**src/rtl/sram_frame_reader.sv**
```systemverilog
// Streams one frame of packed 8-bit pixels from SRAM words, with credit-limited reads.
// Define FRAME_READER_CHECKSUM_EN to build the running byte-sum checksum.
module sram_frame_reader #(
    parameter int          N_PIXEL   = 480000,
    parameter logic [17:0] BASE_ADDR = 18'd0,
    parameter int          MAX_OUT   = 4
) (
    input  logic        clock,
    input  logic        reset,
    input  logic        start,
    output logic        start_ack,
    output logic        done,
    input  logic        done_ack,
    output logic [17:0] addr,
    output logic        addr_valid,
    input  logic        addr_ready,
    input  logic [31:0] data,
    input  logic        data_valid,
    output logic        data_ready,
    output logic [7:0]  pixel,
    output logic        pixel_valid,
    input  logic        pixel_ready,
    output logic [15:0] checksum
);

    localparam int N_WORDS = N_PIXEL / 4;
    localparam int AW = $clog2(N_WORDS + 1);
    localparam int PW = $clog2(N_PIXEL + 1);
    localparam int CW = $clog2(MAX_OUT + 1);
    localparam int FW = (MAX_OUT > 1) ? $clog2(MAX_OUT) : 1;

    typedef enum logic [1:0] {IDLE, RUN, DONE} state_t;

    state_t state, state_nx;

    logic [AW-1:0] addr_cnt;
    logic [PW-1:0] pix_cnt;
    logic [CW-1:0] in_flight;
    logic [CW-1:0] fcount;
    logic [FW-1:0] wr_ptr;
    logic [FW-1:0] rd_ptr;
    logic [1:0]    byte_idx;
    logic [31:0]   fifo_mem [MAX_OUT];
    logic [31:0]   head;
    logic [7:0]    pixel_i;

    logic go, words_left, credit_ok, addr_valid_i;
    logic addr_fire, push, pix_valid_i, pix_fire, pop, last_pix;

    function automatic logic [FW-1:0] ptr_inc(input logic [FW-1:0] p);
        return (p == FW'(MAX_OUT - 1)) ? '0 : p + 1'b1;
    endfunction

    assign go           = (state == IDLE) && start;
    assign words_left   = addr_cnt < AW'(N_WORDS);
    assign credit_ok    = ({1'b0, in_flight} + {1'b0, fcount})
                          < (CW+1)'(MAX_OUT);
    assign addr_valid_i = (state == RUN) && words_left && credit_ok;
    assign addr_fire    = addr_valid_i && addr_ready;
    // A word with no matching request in flight is stale and dropped.
    assign push         = (state == RUN) && data_valid
                          && (in_flight != '0);
    assign pix_valid_i  = (state == RUN) && (fcount != '0);
    assign pix_fire     = pix_valid_i && pixel_ready;
    assign pop          = pix_fire && (byte_idx == 2'd3);
    assign last_pix     = pix_fire && (pix_cnt == PW'(N_PIXEL - 1));

    assign head    = fifo_mem[rd_ptr];
    assign pixel_i = head[{byte_idx, 3'b000} +: 8];

    always_ff @(posedge clock) begin
        if (reset) state <= IDLE;
        else       state <= state_nx;
    end

    always_comb begin
        state_nx = state;
        unique case (state)
            IDLE:    if (start)    state_nx = RUN;
            RUN:     if (last_pix) state_nx = DONE;
            DONE:    if (done_ack) state_nx = IDLE;
            default: state_nx = IDLE;
        endcase
    end

    always_ff @(posedge clock) begin
        if (reset || go) begin
            addr_cnt  <= '0;
            pix_cnt   <= '0;
            in_flight <= '0;
            fcount    <= '0;
            wr_ptr    <= '0;
            rd_ptr    <= '0;
            byte_idx  <= '0;
        end else begin
            if (addr_fire) addr_cnt <= addr_cnt + 1'b1;
            in_flight <= in_flight + CW'(addr_fire) - CW'(push);
            fcount    <= fcount + CW'(push) - CW'(pop);
            if (push) wr_ptr <= ptr_inc(wr_ptr);
            if (pop)  rd_ptr <= ptr_inc(rd_ptr);
            if (pix_fire) begin
                byte_idx <= byte_idx + 1'b1;
                pix_cnt  <= pix_cnt + 1'b1;
            end
        end
    end

    always_ff @(posedge clock) begin
        if (push) fifo_mem[wr_ptr] <= data;
    end

`ifdef FRAME_READER_CHECKSUM_EN
    logic [15:0] csum;

    always_ff @(posedge clock) begin
        if (reset || go)   csum <= '0;
        else if (pix_fire) csum <= csum + {8'd0, pixel_i};
    end

    assign checksum = reset ? 16'd0 : csum;
`else
    assign checksum = 16'd0;
`endif

    // Outputs are forced low while reset is asserted.
    assign start_ack   = !reset && go;
    assign done        = !reset && (state == DONE);
    assign addr_valid  = !reset && addr_valid_i;
    assign addr        = reset ? 18'd0 : BASE_ADDR + 18'(addr_cnt);
    assign data_ready  = !reset && (state == RUN);
    assign pixel_valid = !reset && pix_valid_i;
    assign pixel       = reset ? 8'd0 : pixel_i;

endmodule

```
**config.mk**
```make
export PLATFORM = sky130hd
export DESIGN_NAME = sram_frame_reader
export DESIGN_NICKNAME = d
export VERILOG_FILES = /design/src/rtl/sram_frame_reader.sv
export SDC_FILE = /design/constraint.sdc
export NUM_CORES = 1
export LEC_CHECK = 0
export ABC_AREA = 1
export CAP_MARGIN = 20
export CORE_ASPECT_RATIO = 0.7
export CORE_MARGIN = 2
export CORE_UTILIZATION = 30
export CTS_CLUSTER_DIAMETER = 200
export DETAILED_ROUTE_END_ITERATION = 10
export MAX_ROUTING_LAYER = met4
export PLACE_DENSITY_LB_ADDON = 0.12
export SYNTH_ARGS = -nofsm -noshare
export SYNTH_HDL_FRONTEND = slang
export SYNTH_SLANG_ARGS = --single-unit
```
**constraint.sdc**
```tcl
create_clock -name clock -period 6.81 [get_ports clock]
set_input_delay 1.362 -clock clock [delete_from_list [all_inputs] [get_ports clock]]
set_output_delay 1.362 -clock clock [all_outputs]
set_load 0.05 [all_outputs]
```
==> results.json <==
{
  "status": "finished clean",
  "cts_buffers": 17,
  "seqPwrFrac": 0.502,
  "grt_overflow_total": 0,
  "skew_ns": 0.01183,
  "synthCells": 856,
  "ys_async_sr_fraction": 0,
  "p_sw_frac": 0.2195,
  "path_clk_slew_ns": 0.07,
  "synthMuxAreaShare": 0,
  "synth_edf_count": 128,
  "cellPowerDensity_nw_per_um2": 238.7,
  "synth-xor-area-share": 0.01400,
  "dr_total_vias": 5791,
  "rsz0062_at_grt": "no",
  "synth_compound_area_frac": 0.09771,
  "synth.distinct_cells": 35,
  "hold_viol_final": 0,
  "ys_ff_latch": 180,
  "drtPass1Iterations": 4,
  "antenna_found_initial": 1,
  "cts_hold_buffers": 0,
  "avgSynthCellArea_um2": 9.499,
  "tritoncts": "done",
  "die_y_um": 141.7,
  "critPathKind": "input pin to output pin",
  "areaGrowthSynthToFinish_pct": 20.51,
  "drt_iter0_drc": 352,
  "ant_nets": 0,
  "leakage_nw": 3.418,
  "synth_fa_ha_area_frac": 0.02647,
  "yosysWarnings": 0,
  "totalWireLength_um": 20210,
  "yosysTopAreaCellShare": 0.4727,
  "drive_gt1_frac": 0.06989,
  "seq_area_um2": 4887,
  "fmax_mhz": 207.5,
  "cts-resized-gates": 0,
  "ios": 86,
  "synth_area_leaders": "edfxtp_1 47%, dfxtp_1 13%, nor2_1 8.7%",
  "clock_path_buffers": 2,
  "grt_pass1_wl_um": 31730,
  "core_area_um2": 26710,
  "tightest_slew_ns": 1.033,
  "synth_top_flop_cell": "edfxtp_1",
  "synth_common_cells": "189 x nor2_1, 128 x edfxtp_1, 106 x nand2_1",
  "fin_crit_ns": 4.819,
  "worstSetupStartpointType": "input pin",
  "htreeDepth": 4,
  "grt_max_degree": 57,
  "die_area_um2": 28460,
  "slew_headroom": 0.3104,
  "clock-root-buffer": "clkbuf_16",
  "p_clk_frac": 0.453,
  "viasPerCell": 4.468,
  "crit_required_ns": 5.45,
  "synth_top_family_by_area": "simple AND/OR/NAND/NOR gates",
  "synth-simple-area-share": 0.1888,
  "clkSinkCount": 180,
  "multi_input_area_um2": 2753,
  "power_frac_comb": 0.045,
  "synth.most_common_cell": "nor2_1",
  "setup_viol": 0,
  "arrival_ns": 3.46,
  "intPower_w": 0.001826,
  "maxCapViolCount": 0,
  "grt_pass1_vias": 5459,
  "cts_setup_buffers": 0,
  "hold-worst-slack_ns": 0.4775,
  "layout.nets": 972,
  "die_w_um": 200.8,
  "ir_worst_vdd_uv": 166.3,
  "cp_max_fo": 19,
  "crit_path_end_kind": "output pin",
  "p_sw_w": 0.0005134,
  "report.final.slew_viol_count": 0,
  "synth_area_um2": 8132,
  "post_drt_wl_per_cell_um": 15.59,
  "start_util": 0.3044,
  "place_congestion": 0.8293,
  "tns_ns": 0,
  "dp.final_hpwl_um": 12870,
  "clk_latency_ns": 0.43,
  "n_fill_cell": 2691,
  "timing.final.crit_share": 0.7076,
  "row_count": 50,
  "drc_errors": 0,
  "ys_seq_area_frac": 0.6007,
  "port_buffers": 68,
  "track_usage": 0.1502,
  "yosysTopAreaCell": "edfxtp_1",
  "holdCritPathClass": "flop to flop"
}
==> layout by cell type, fill, tap and decap left out, drive strengths merged, types with 7 or more instances in the layout <==
cell type,Yosys,layout
a21oi,45,45
buf,35,10
clkbuf,17,17
clkdlybuf4s50,0,68
clkinv,1,7
conb,1,17
dfxtp,52,52
edfxtp,128,128
ha,14,14
inv,76,77
nand2,109,109
nand3,46,46
nand4,8,8
nor2,195,195
nor3,7,7
o211ai,16,16
o21ai,82,82
xor2,13,13
==> registers in the layout, indices dropped and copies added (netlist names), named ones only <==
| signal | cells |
|---|---|
| in_flight | 3 |
| byte_idx | 2 |
| fifo_mem | 128 |
| pix_cnt | 19 |
| state | 2 |
| rd_ptr | 2 |
| fcount | 3 |
| wr_ptr | 2 |
| addr_cnt | 17 |
==> critical path, stage by stage <==
cell             delay [ns]
clkdlybuf4s50_1        0.72
buf_4                  0.36
nor3_1                 0.18
clkdlybuf4s50_1        0.83
==> power groups by stage <==
stage	Clock, W	Sequential (W)	Combinational [W]
final	0.00106	0.00118	0.000105
after global routing	0.00114	0.00117	0.000114
after CTS	0.00109	0.00117	0.000107
after detailed placement	0	0.00120	0.000106
after global placement	0	0.00120	0.000104
after floorplan	0	0.00120	0.0000649
==> through the flow <==
stage               instance area [um^2]  instances  power, W  setup slack, ns  utilization
global route                        9797       1295  0.002425            1.783       0.3667
CTS                                 9794       1294  0.002370            1.936       0.3667
finish                              9799       1296  0.002339            1.991       0.3668
global placement                    9133       1261  0.001304            1.944       0.3419
detailed placement                  9160       1262  0.001306            1.927       0.3429
floorplan                           8192        872  0.001264            2.864            -
==> path summary, 6_finish.rpt <==
path | start | endpoint | slack (ns) | cells past startpoint
worst max register to register | in_flight[1] | in_flight[2] | 3.98 | 13
worst max-delay path | reset | done | 1.99 | 4
worst min register to register | pix_cnt[5] | pix_cnt[5] | 0.48 | 1
worst min-delay path | pix_cnt[5] | pix_cnt[5] | 0.48 | 1
==> area by class of cell <==
cell class	count	area share
Antenna cell	2	0.0005107
Clock buffer	17	0.04341
Clock inverter	15	0.02132
Inverter	77	0.02949
Multi-Input combinational cell	563	0.2809
Sequential cell	180	0.4987
Tap cell	364	0.04648
Timing Repair Buffer	78	0.07916
==> kinds of logic (layout without fill, tap and decap cells) <==
family,count (synthesis),after routing
xor gates and xnor gates,13,13
and+or+nand+nor,369,369
buffers and inverters,129,187
other,1,19
DFF,180,180
AOI/OAI and AO/OA,148,148
adders and majority gates,16,16
==> layer usage <==
metal,global-route usage,share of wire
met5,-,0
met4,0.04211,0.010
met3,0.02917,0.031
met2,0.1997,0.40
met1,0.2277,0.56
Power figures use the tool's default switching activity.
